===== src/rtl/csr_timer_file.sv =====
// csr_timer_file: control/status register file beside the writeback stage.
// It holds the exception CSRs (CRMD, PRMD, ECFG, ESTAT, ERA, BADV, EENTRY),
// the SAVE scratch registers, TID, a 64-bit stable counter and a countdown
// timer (TCFG/TVAL/TICLR) that raises ESTAT.IS[11].
//
// Ports:
//   clk, resetn                 clock, asynchronous active-low reset
//   csr_re, csr_num, csr_rvalue combinational read port (0 when csr_re low)
//   csr_we, csr_wmask,
//   csr_wvalue                  masked write port
//   hw_int_in, ipi_int_in       interrupt levels, sampled into ESTAT.IS
//   wb_ex, wb_ecode,
//   wb_esubcode, wb_pc,
//   wb_badv_we, wb_vaddr        exception commit from writeback
//   ertn_flush                  ERTN commit
//   ex_entry, era               exception entry and return addresses
//   has_int                     pending enabled interrupt
//   cnt_value                   stable counter
module csr_timer_file #(
    parameter int          TIMER_W      = 32,
    parameter int          SAVE_N       = 4,
    parameter logic [31:0] TID_RESET    = 32'h0,
    parameter logic [31:0] EENTRY_RESET = 32'h0
) (
    input  logic        clk,
    input  logic        resetn,
    input  logic        csr_re,
    input  logic [13:0] csr_num,
    output logic [31:0] csr_rvalue,
    input  logic        csr_we,
    input  logic [31:0] csr_wmask,
    input  logic [31:0] csr_wvalue,
    input  logic [7:0]  hw_int_in,
    input  logic        ipi_int_in,
    input  logic        wb_ex,
    input  logic [5:0]  wb_ecode,
    input  logic [8:0]  wb_esubcode,
    input  logic [31:0] wb_pc,
    input  logic        wb_badv_we,
    input  logic [31:0] wb_vaddr,
    input  logic        ertn_flush,
    output logic [31:0] ex_entry,
    output logic [31:0] era,
    output logic        has_int,
    output logic [63:0] cnt_value
);

    localparam logic [13:0] CSR_CRMD   = 14'h00;
    localparam logic [13:0] CSR_PRMD   = 14'h01;
    localparam logic [13:0] CSR_ECFG   = 14'h04;
    localparam logic [13:0] CSR_ESTAT  = 14'h05;
    localparam logic [13:0] CSR_ERA    = 14'h06;
    localparam logic [13:0] CSR_BADV   = 14'h07;
    localparam logic [13:0] CSR_EENTRY = 14'h0C;
    localparam logic [13:0] CSR_SAVE0  = 14'h30;
    localparam logic [13:0] CSR_TID    = 14'h40;
    localparam logic [13:0] CSR_TCFG   = 14'h41;
    localparam logic [13:0] CSR_TVAL   = 14'h42;
    localparam logic [13:0] CSR_TICLR  = 14'h44;

    // LIE bit 10 has no interrupt source behind it
    localparam logic [12:0]        LIE_MASK = 13'h1BFF;
    localparam logic [TIMER_W-1:0] TV_ONE   = {{(TIMER_W-1){1'b0}}, 1'b1};

    typedef enum logic {T_IDLE, T_RUN} tstate_e;

    function automatic logic [31:0] merge32(input logic [31:0] old,
                                            input logic [31:0] m,
                                            input logic [31:0] v);
        return (m & v) | (~m & old);
    endfunction

    // architectural state
    logic [1:0]               plv_q,   plv_d;
    logic                     ie_q,    ie_d;
    logic [1:0]               pplv_q,  pplv_d;
    logic                     pie_q,   pie_d;
    logic [12:0]              lie_q,   lie_d;
    logic [1:0]               sw_q,    sw_d;
    logic [7:0]               hw_q;
    logic                     ipi_q;
    logic [5:0]               ecode_q, ecode_d;
    logic [8:0]               esub_q,  esub_d;
    logic [31:0]              era_q,   era_d;
    logic [31:0]              badv_q,  badv_d;
    logic [25:0]              eentry_q, eentry_d;
    logic [31:0]              tid_q,   tid_d;
    logic [SAVE_N-1:0][31:0]  save_q,  save_d;
    logic [63:0]              cnt_q;

    // timer state (owned by the FSM block)
    tstate_e                  tstate_q;
    logic [TIMER_W-1:0]       tcfg_q;
    logic [TIMER_W-1:0]       tval_q;
    logic                     is_timer_q;

    // write strobes
    logic we_crmd, we_prmd, we_ecfg, we_estat, we_era, we_badv;
    logic we_eentry, we_tid, we_tcfg, ticlr_clr;
    assign we_crmd   = csr_we && (csr_num == CSR_CRMD);
    assign we_prmd   = csr_we && (csr_num == CSR_PRMD);
    assign we_ecfg   = csr_we && (csr_num == CSR_ECFG);
    assign we_estat  = csr_we && (csr_num == CSR_ESTAT);
    assign we_era    = csr_we && (csr_num == CSR_ERA);
    assign we_badv   = csr_we && (csr_num == CSR_BADV);
    assign we_eentry = csr_we && (csr_num == CSR_EENTRY);
    assign we_tid    = csr_we && (csr_num == CSR_TID);
    assign we_tcfg   = csr_we && (csr_num == CSR_TCFG);
    assign ticlr_clr = csr_we && (csr_num == CSR_TICLR) && csr_wmask[0] && csr_wvalue[0];

    // TCFG value as it will be after a write this cycle
    logic [TIMER_W-1:0] tcfg_w;
    assign tcfg_w = (csr_wmask[TIMER_W-1:0] & csr_wvalue[TIMER_W-1:0]) |
                    (~csr_wmask[TIMER_W-1:0] & tcfg_q);

    logic timer_fire;
    assign timer_fire = (tstate_q == T_RUN) && (tval_q == '0);

    // next-state for the non-timer registers
    always_comb begin
        plv_d    = plv_q;
        ie_d     = ie_q;
        pplv_d   = pplv_q;
        pie_d    = pie_q;
        lie_d    = lie_q;
        sw_d     = sw_q;
        ecode_d  = ecode_q;
        esub_d   = esub_q;
        era_d    = era_q;
        badv_d   = badv_q;
        eentry_d = eentry_q;
        tid_d    = tid_q;
        save_d   = save_q;

        if (wb_ex) begin
            plv_d = 2'd0;
            ie_d  = 1'b0;
        end else if (ertn_flush) begin
            plv_d = pplv_q;
            ie_d  = pie_q;
        end else if (we_crmd) begin
            {ie_d, plv_d} = (csr_wmask[2:0] & csr_wvalue[2:0]) |
                            (~csr_wmask[2:0] & {ie_q, plv_q});
        end

        if (wb_ex) begin
            pplv_d = plv_q;
            pie_d  = ie_q;
        end else if (we_prmd) begin
            {pie_d, pplv_d} = (csr_wmask[2:0] & csr_wvalue[2:0]) |
                              (~csr_wmask[2:0] & {pie_q, pplv_q});
        end

        if (wb_ex) begin
            ecode_d = wb_ecode;
            esub_d  = wb_esubcode;
            era_d   = wb_pc;
        end else if (we_era) begin
            era_d = merge32(era_q, csr_wmask, csr_wvalue);
        end

        if (wb_ex && wb_badv_we)
            badv_d = wb_vaddr;
        else if (we_badv)
            badv_d = merge32(badv_q, csr_wmask, csr_wvalue);

        if (we_ecfg)
            lie_d = ((csr_wmask[12:0] & csr_wvalue[12:0]) | (~csr_wmask[12:0] & lie_q)) & LIE_MASK;
        if (we_estat)
            sw_d = (csr_wmask[1:0] & csr_wvalue[1:0]) | (~csr_wmask[1:0] & sw_q);
        if (we_eentry)
            eentry_d = (csr_wmask[31:6] & csr_wvalue[31:6]) | (~csr_wmask[31:6] & eentry_q);
        if (we_tid)
            tid_d = merge32(tid_q, csr_wmask, csr_wvalue);

        for (int i = 0; i < SAVE_N; i++) begin
            if (csr_we && (csr_num == CSR_SAVE0 + 14'(i)))
                save_d[i] = merge32(save_q[i], csr_wmask, csr_wvalue);
        end
    end

    always_ff @(posedge clk or negedge resetn) begin
        if (!resetn) begin
            plv_q    <= 2'd0;
            ie_q     <= 1'b0;
            pplv_q   <= 2'd0;
            pie_q    <= 1'b0;
            lie_q    <= '0;
            sw_q     <= '0;
            hw_q     <= '0;
            ipi_q    <= 1'b0;
            ecode_q  <= '0;
            esub_q   <= '0;
            era_q    <= '0;
            badv_q   <= '0;
            eentry_q <= EENTRY_RESET[31:6];
            tid_q    <= TID_RESET;
            save_q   <= '0;
            cnt_q    <= '0;
        end else begin
            plv_q    <= plv_d;
            ie_q     <= ie_d;
            pplv_q   <= pplv_d;
            pie_q    <= pie_d;
            lie_q    <= lie_d;
            sw_q     <= sw_d;
            hw_q     <= hw_int_in;
            ipi_q    <= ipi_int_in;
            ecode_q  <= ecode_d;
            esub_q   <= esub_d;
            era_q    <= era_d;
            badv_q   <= badv_d;
            eentry_q <= eentry_d;
            tid_q    <= tid_d;
            save_q   <= save_d;
            cnt_q    <= cnt_q + 64'd1;
        end
    end

    // Timer FSM. A TCFG write overrides the countdown in the same cycle;
    // a fire in the same cycle as a TICLR keeps IS[11] set.
    always_ff @(posedge clk or negedge resetn) begin
        if (!resetn) begin
            tstate_q   <= T_IDLE;
            tcfg_q     <= '0;
            tval_q     <= '0;
            is_timer_q <= 1'b0;
        end else begin
            if (timer_fire)
                is_timer_q <= 1'b1;
            else if (ticlr_clr)
                is_timer_q <= 1'b0;

            if (we_tcfg) begin
                tcfg_q <= tcfg_w;
                if (tcfg_w[0]) begin
                    tval_q   <= {tcfg_w[TIMER_W-1:2], 2'b00};
                    tstate_q <= T_RUN;
                end else begin
                    tstate_q <= T_IDLE;
                end
            end else if (tstate_q == T_RUN) begin
                if (tval_q != '0) begin
                    tval_q <= tval_q - TV_ONE;
                end else if (tcfg_q[1]) begin
                    tval_q <= {tcfg_q[TIMER_W-1:2], 2'b00};
                end else begin
                    tval_q    <= '1;
                    tcfg_q[0] <= 1'b0;
                    tstate_q  <= T_IDLE;
                end
            end
        end
    end

    // read side
    logic [12:0] is_vec;
    logic [31:0] tcfg_ext, tval_ext, rd;
    assign is_vec = {ipi_q, is_timer_q, 1'b0, hw_q, sw_q};

    always_comb begin
        tcfg_ext = '0;
        tval_ext = '0;
        tcfg_ext[TIMER_W-1:0] = tcfg_q;
        tval_ext[TIMER_W-1:0] = tval_q;
    end

    always_comb begin
        rd = '0;
        case (csr_num)
            CSR_CRMD:   rd = {28'd0, 1'b1, ie_q, plv_q};
            CSR_PRMD:   rd = {29'd0, pie_q, pplv_q};
            CSR_ECFG:   rd = {19'd0, lie_q};
            CSR_ESTAT:  rd = {1'b0, esub_q, ecode_q, 3'd0, is_vec};
            CSR_ERA:    rd = era_q;
            CSR_BADV:   rd = badv_q;
            CSR_EENTRY: rd = {eentry_q, 6'd0};
            CSR_TID:    rd = tid_q;
            CSR_TCFG:   rd = tcfg_ext;
            CSR_TVAL:   rd = tval_ext;
            default:    rd = '0;
        endcase
        for (int i = 0; i < SAVE_N; i++) begin
            if (csr_num == CSR_SAVE0 + 14'(i))
                rd = save_q[i];
        end
    end

    assign csr_rvalue = csr_re ? rd : 32'd0;
    assign ex_entry   = {eentry_q, 6'd0};
    assign era        = era_q;
    assign has_int    = (|(is_vec & lie_q)) & ie_q;
    assign cnt_value  = cnt_q;

endmodule


===== config.mk =====
export PLATFORM = sky130hd
export DESIGN_NAME = csr_timer_file
export DESIGN_NICKNAME = d
export VERILOG_FILES = /design/src/rtl/csr_timer_file.sv
export SDC_FILE = /design/constraint.sdc
export NUM_CORES = 1
export LEC_CHECK = 0
export ABC_AREA = 1
export BUFFER_PORTS_ARGS = -buffer_cell sky130_fd_sc_hd__buf_2
export CORE_ASPECT_RATIO = 2
export CORE_UTILIZATION = 35
export DETAILED_ROUTE_END_ITERATION = 7
export GPL_TIMING_DRIVEN = 0
export SYNTH_ARGS = -nofsm -noshare
export SYNTH_HDL_FRONTEND = slang
export SYNTH_SLANG_ARGS = --single-unit
export TNS_END_PERCENT = 5

===== constraint.sdc =====
create_clock -name clk -period 2.6 [get_ports clk]
set_input_delay 0.52 -clock clk [delete_from_list [all_inputs] [get_ports clk]]
set_output_delay 0.52 -clock clk [all_outputs]
set_load 0.02 [all_outputs]

==> flow_summary.json <==
{
  "avgSynthCellArea_um2": 7.08,
  "relSlewSlack_pct": 3.81,
  "timing.critical_path.from_type": "primary input",
  "worstSetupPathType": "in -> out",
  "setup_repair_after_global_routing_missed_its_margin": "true",
  "cts-root-buf": "sky130_fd_sc_hd__clkbuf_16",
  "timing.final.setup_violations": 66,
  "final_common_cell": "sky130_fd_sc_hd__nand2_1",
  "layout-drive-gt1-share_pct": 17.5,
  "synthFlopType": "sky130_fd_sc_hd__dfrtp_1",
  "synth_cell_types": 48,
  "timing.critical_path.fanout_max": 6,
  "cts_max_path_buffers": 3,
  "yosysWarningCount": 0,
  "ys_top_cells_by_area": "sky130_fd_sc_hd__dfrtp_1, sky130_fd_sc_hd__nand2_1, sky130_fd_sc_hd__o21ai_0",
  "synthesis.instances": 3364,
  "synth_top_cell_by_area": "sky130_fd_sc_hd__dfrtp_1",
  "failed_checks": "design-rule violations, negative setup slack",
  "synth_area_um2": 23800,
  "clk_skew_ns": 0.0145,
  "vdd.ir_drop.worst_uv": 494,
  "detailroute.via_count": 25900,
  "maximum_number_of_pins_on_one_net_before_global_route_repair": 106,
  "wirelength_um": 124000,
  "die_x_um": 186,
  "clock_insertion_delay_worst_skew_ns": 0.61,
  "clock_tree_from_tritoncts": "built",
  "fp.dieArea_um2": 69200,
  "numPortBuffers": 299,
  "pre_cts_ws_ns": -1.72,
  "critical_path.endpoint_type": "output pin",
  "first_global_vias": 25900,
  "drt-pass1-iter-count": 8,
  "grt_first_pass_wirelength_um": 176000,
  "run_status": "finished with violations",
  "wl_per_cell_um": 26.4,
  "postSynth.asyncResetShare_pct": 100,
  "place.detailed.hpwl_um": 92200,
  "power_density_nw_per_um2": 506,
  "min_period_ns": 3.03,
  "antenna_violations_before_repair": 19,
  "grt_overflow_total": 0,
  "start_util_pct": 35.3,
  "clk_pin_slew_worst_paths_ns": 0.07,
  "report.power.total_uw": 15000,
  "detailed_route_drc_error_count": 4,
  "report.final.hold_viol_count": 0,
  "design.core.area_um2": 67600,
  "clock_sink_count": 424,
  "yosys.area.top_type_share_pct": 44.5,
  "cts_made_buffers": 44,
  "rows": 135,
  "finalInstanceArea_um2": 29700,
  "leakagePower_uw": 0.0141,
  "final_cell_mix": "sky130_fd_sc_hd__nand2_1, sky130_fd_sc_hd__dfrtp_1, sky130_fd_sc_hd__o21ai_0",
  "finalNetCount": 3949,
  "worst_hold_path_type": "in -> reg",
  "post_drt_via_cell_ratio": 5.52,
  "areaGrowthSynthToFinish_pct": 24.7,
  "placedInstanceArea_um2": 26600,
  "max_freq_mhz": 330,
  "yosys_register_bits": 424,
  "tightestPinTransition_ns": 1.44,
  "gp_congestion": 1.05,
  "chipHeight_um": 371,
  "synth_edf_count": 0,
  "setup_total_negative_slack_ns": -12.66,
  "detail_route.iter0.violations": 2456,
  "finalWorstSetupSlack_ns": -0.434,
  "synth-seq-area-share_pct": 44.5,
  "timing_max_transition_violations_final": 0,
  "min_period_over_period_pct": 117,
  "clock_tree.htree_level_count": 2,
  "arrival_ns": 2.51,
  "antenna_left": 0,
  "cap_viol_max_count": 0,
  "grtUsageTotal_pct": 35.7,
  "ports_placed_on_the_boundary": 334,
  "worst_ep_required_time_ns": 2.08
}
final timing paths:
check / startpoint / to / slack [ns] / cells past startpoint
min: hw_int_in[4] / hw_q[4] / 0.01 / 1
min in group asynchronous: resetn / plv_q[1] / 0.39 / 2
min reg2reg: cnt_value[63] / cnt_value[63] / 0.48 / 1
max reg2reg: tval_ext[8] / tval_ext[27] / -0.09 / 10
max: csr_num[10] / csr_rvalue[0] / -0.43 / 14
max in group asynchronous: resetn / ecode_q[0] / 0.75 / 4
per-layer routing:
metal	up-vias	GRT usage, %	share of wire (%)
met4	22	34.7	11
met3	641	10.3	9.1
met5	-	0	0.12
met2	1542	61.1	48
li1	11600	-	-
met1	12100	34.0	32
repair_timing:
action | in CTS | in global routing
hold buffers | 1 | 0
cloned | 3 | 0
hold endpoints to repair | 36 | 0
pin swaps | 28 | 23
setup endpoints to repair | 130 | 117
resized for setup | 228 | 90
setup buffers | 45 | 7
critical path: stages:
cell                       delay (ns)
sky130_fd_sc_hd__buf_6           0.10
sky130_fd_sc_hd__nor2_4          0.14
sky130_fd_sc_hd__nand2_2         0.08
sky130_fd_sc_hd__nor2_4          0.17
sky130_fd_sc_hd__nand2_4         0.10
sky130_fd_sc_hd__nor2_4          0.22
sky130_fd_sc_hd__nand3_4         0.16
sky130_fd_sc_hd__clkinv_4        0.16
sky130_fd_sc_hd__buf_8           0.21
sky130_fd_sc_hd__nand2_1         0.07
sky130_fd_sc_hd__nand4_1         0.11
sky130_fd_sc_hd__nand2_1         0.06
sky130_fd_sc_hd__a21oi_1         0.20
sky130_fd_sc_hd__buf_4           0.19
cells in the mapped netlist, types with 4 or more instances:
| master | instances |
|---|---|
| sky130_fd_sc_hd__nor2_4 | 7 |
| sky130_fd_sc_hd__buf_4 | 10 |
| sky130_fd_sc_hd__a21oi_1 | 81 |
| sky130_fd_sc_hd__o22ai_1 | 5 |
| sky130_fd_sc_hd__xnor2_1 | 14 |
| sky130_fd_sc_hd__nor4_1 | 7 |
| sky130_fd_sc_hd__inv_2 | 9 |
| sky130_fd_sc_hd__nor2_1 | 273 |
| sky130_fd_sc_hd__buf_2 | 53 |
| sky130_fd_sc_hd__nand3_1 | 130 |
| sky130_fd_sc_hd__a31oi_1 | 13 |
| sky130_fd_sc_hd__a22oi_1 | 4 |
| sky130_fd_sc_hd__xor2_1 | 56 |
| sky130_fd_sc_hd__o21ai_1 | 52 |
| sky130_fd_sc_hd__nor3_1 | 41 |
| sky130_fd_sc_hd__dfrtp_1 | 424 |
| sky130_fd_sc_hd__o21ai_0 | 411 |
| sky130_fd_sc_hd__nand2_2 | 7 |
| sky130_fd_sc_hd__nand4_1 | 68 |
| sky130_fd_sc_hd__o211ai_1 | 14 |
| sky130_fd_sc_hd__nand3b_1 | 19 |
| sky130_fd_sc_hd__nor2_2 | 9 |
| sky130_fd_sc_hd__a32o_1 | 19 |
| sky130_fd_sc_hd__clkbuf_1 | 88 |
| sky130_fd_sc_hd__nand2_1 | 1182 |
| sky130_fd_sc_hd__inv_1 | 329 |
kinds of logic (layout without fill, tap and decap cells):
logic type,count (synthesis),in the layout,synth area share (%)
other,1,12,0.0157
AOI/OAI and AO/OA,610,610,13.7
adders and majority gates,3,3,0.158
muxes,3,3,0.142
xor gates and xnor gates,70,70,2.57
buffers and inverters,494,931,8.31
DFF,424,424,44.5
and+or+nand+nor,1759,1759,30.6
report_power, final:
part           switching [µW]  total [µW]  internal [µW]  leakage [µW]
registers                 114        6870           6760       0.00565
logic                     974        1300            330       0.00767
clock network            2970        6860           3890      0.000747
layout make-up:
cell class | instances | area, µm²
antenna | 6 | 15.0
fill | 7126 | 37900
sequential | 424 | 10600
buffer | 153 | 1070
inverter | 340 | 1320
tap | 890 | 1110
timing repair buffer | 359 | 2330
clock inverter | 13 | 146
clock buffer | 66 | 1360
multi-input combinational | 2451 | 11700
through the flow:
stage | hold slack (ns) | std cells | utilization (%)
finish | 0.0110 | 4702 | 44.0
global route | 0.00415 | 4698 | 44.0
CTS | 0.00160 | 4689 | 43.5
detailed placement | 0.433 | 4562 | 39.3
global placement | 0.460 | 4558 | 39.2
floorplan | 0.224 | 3369 | -
Note: power is estimated with default switching activity, not from simulation.
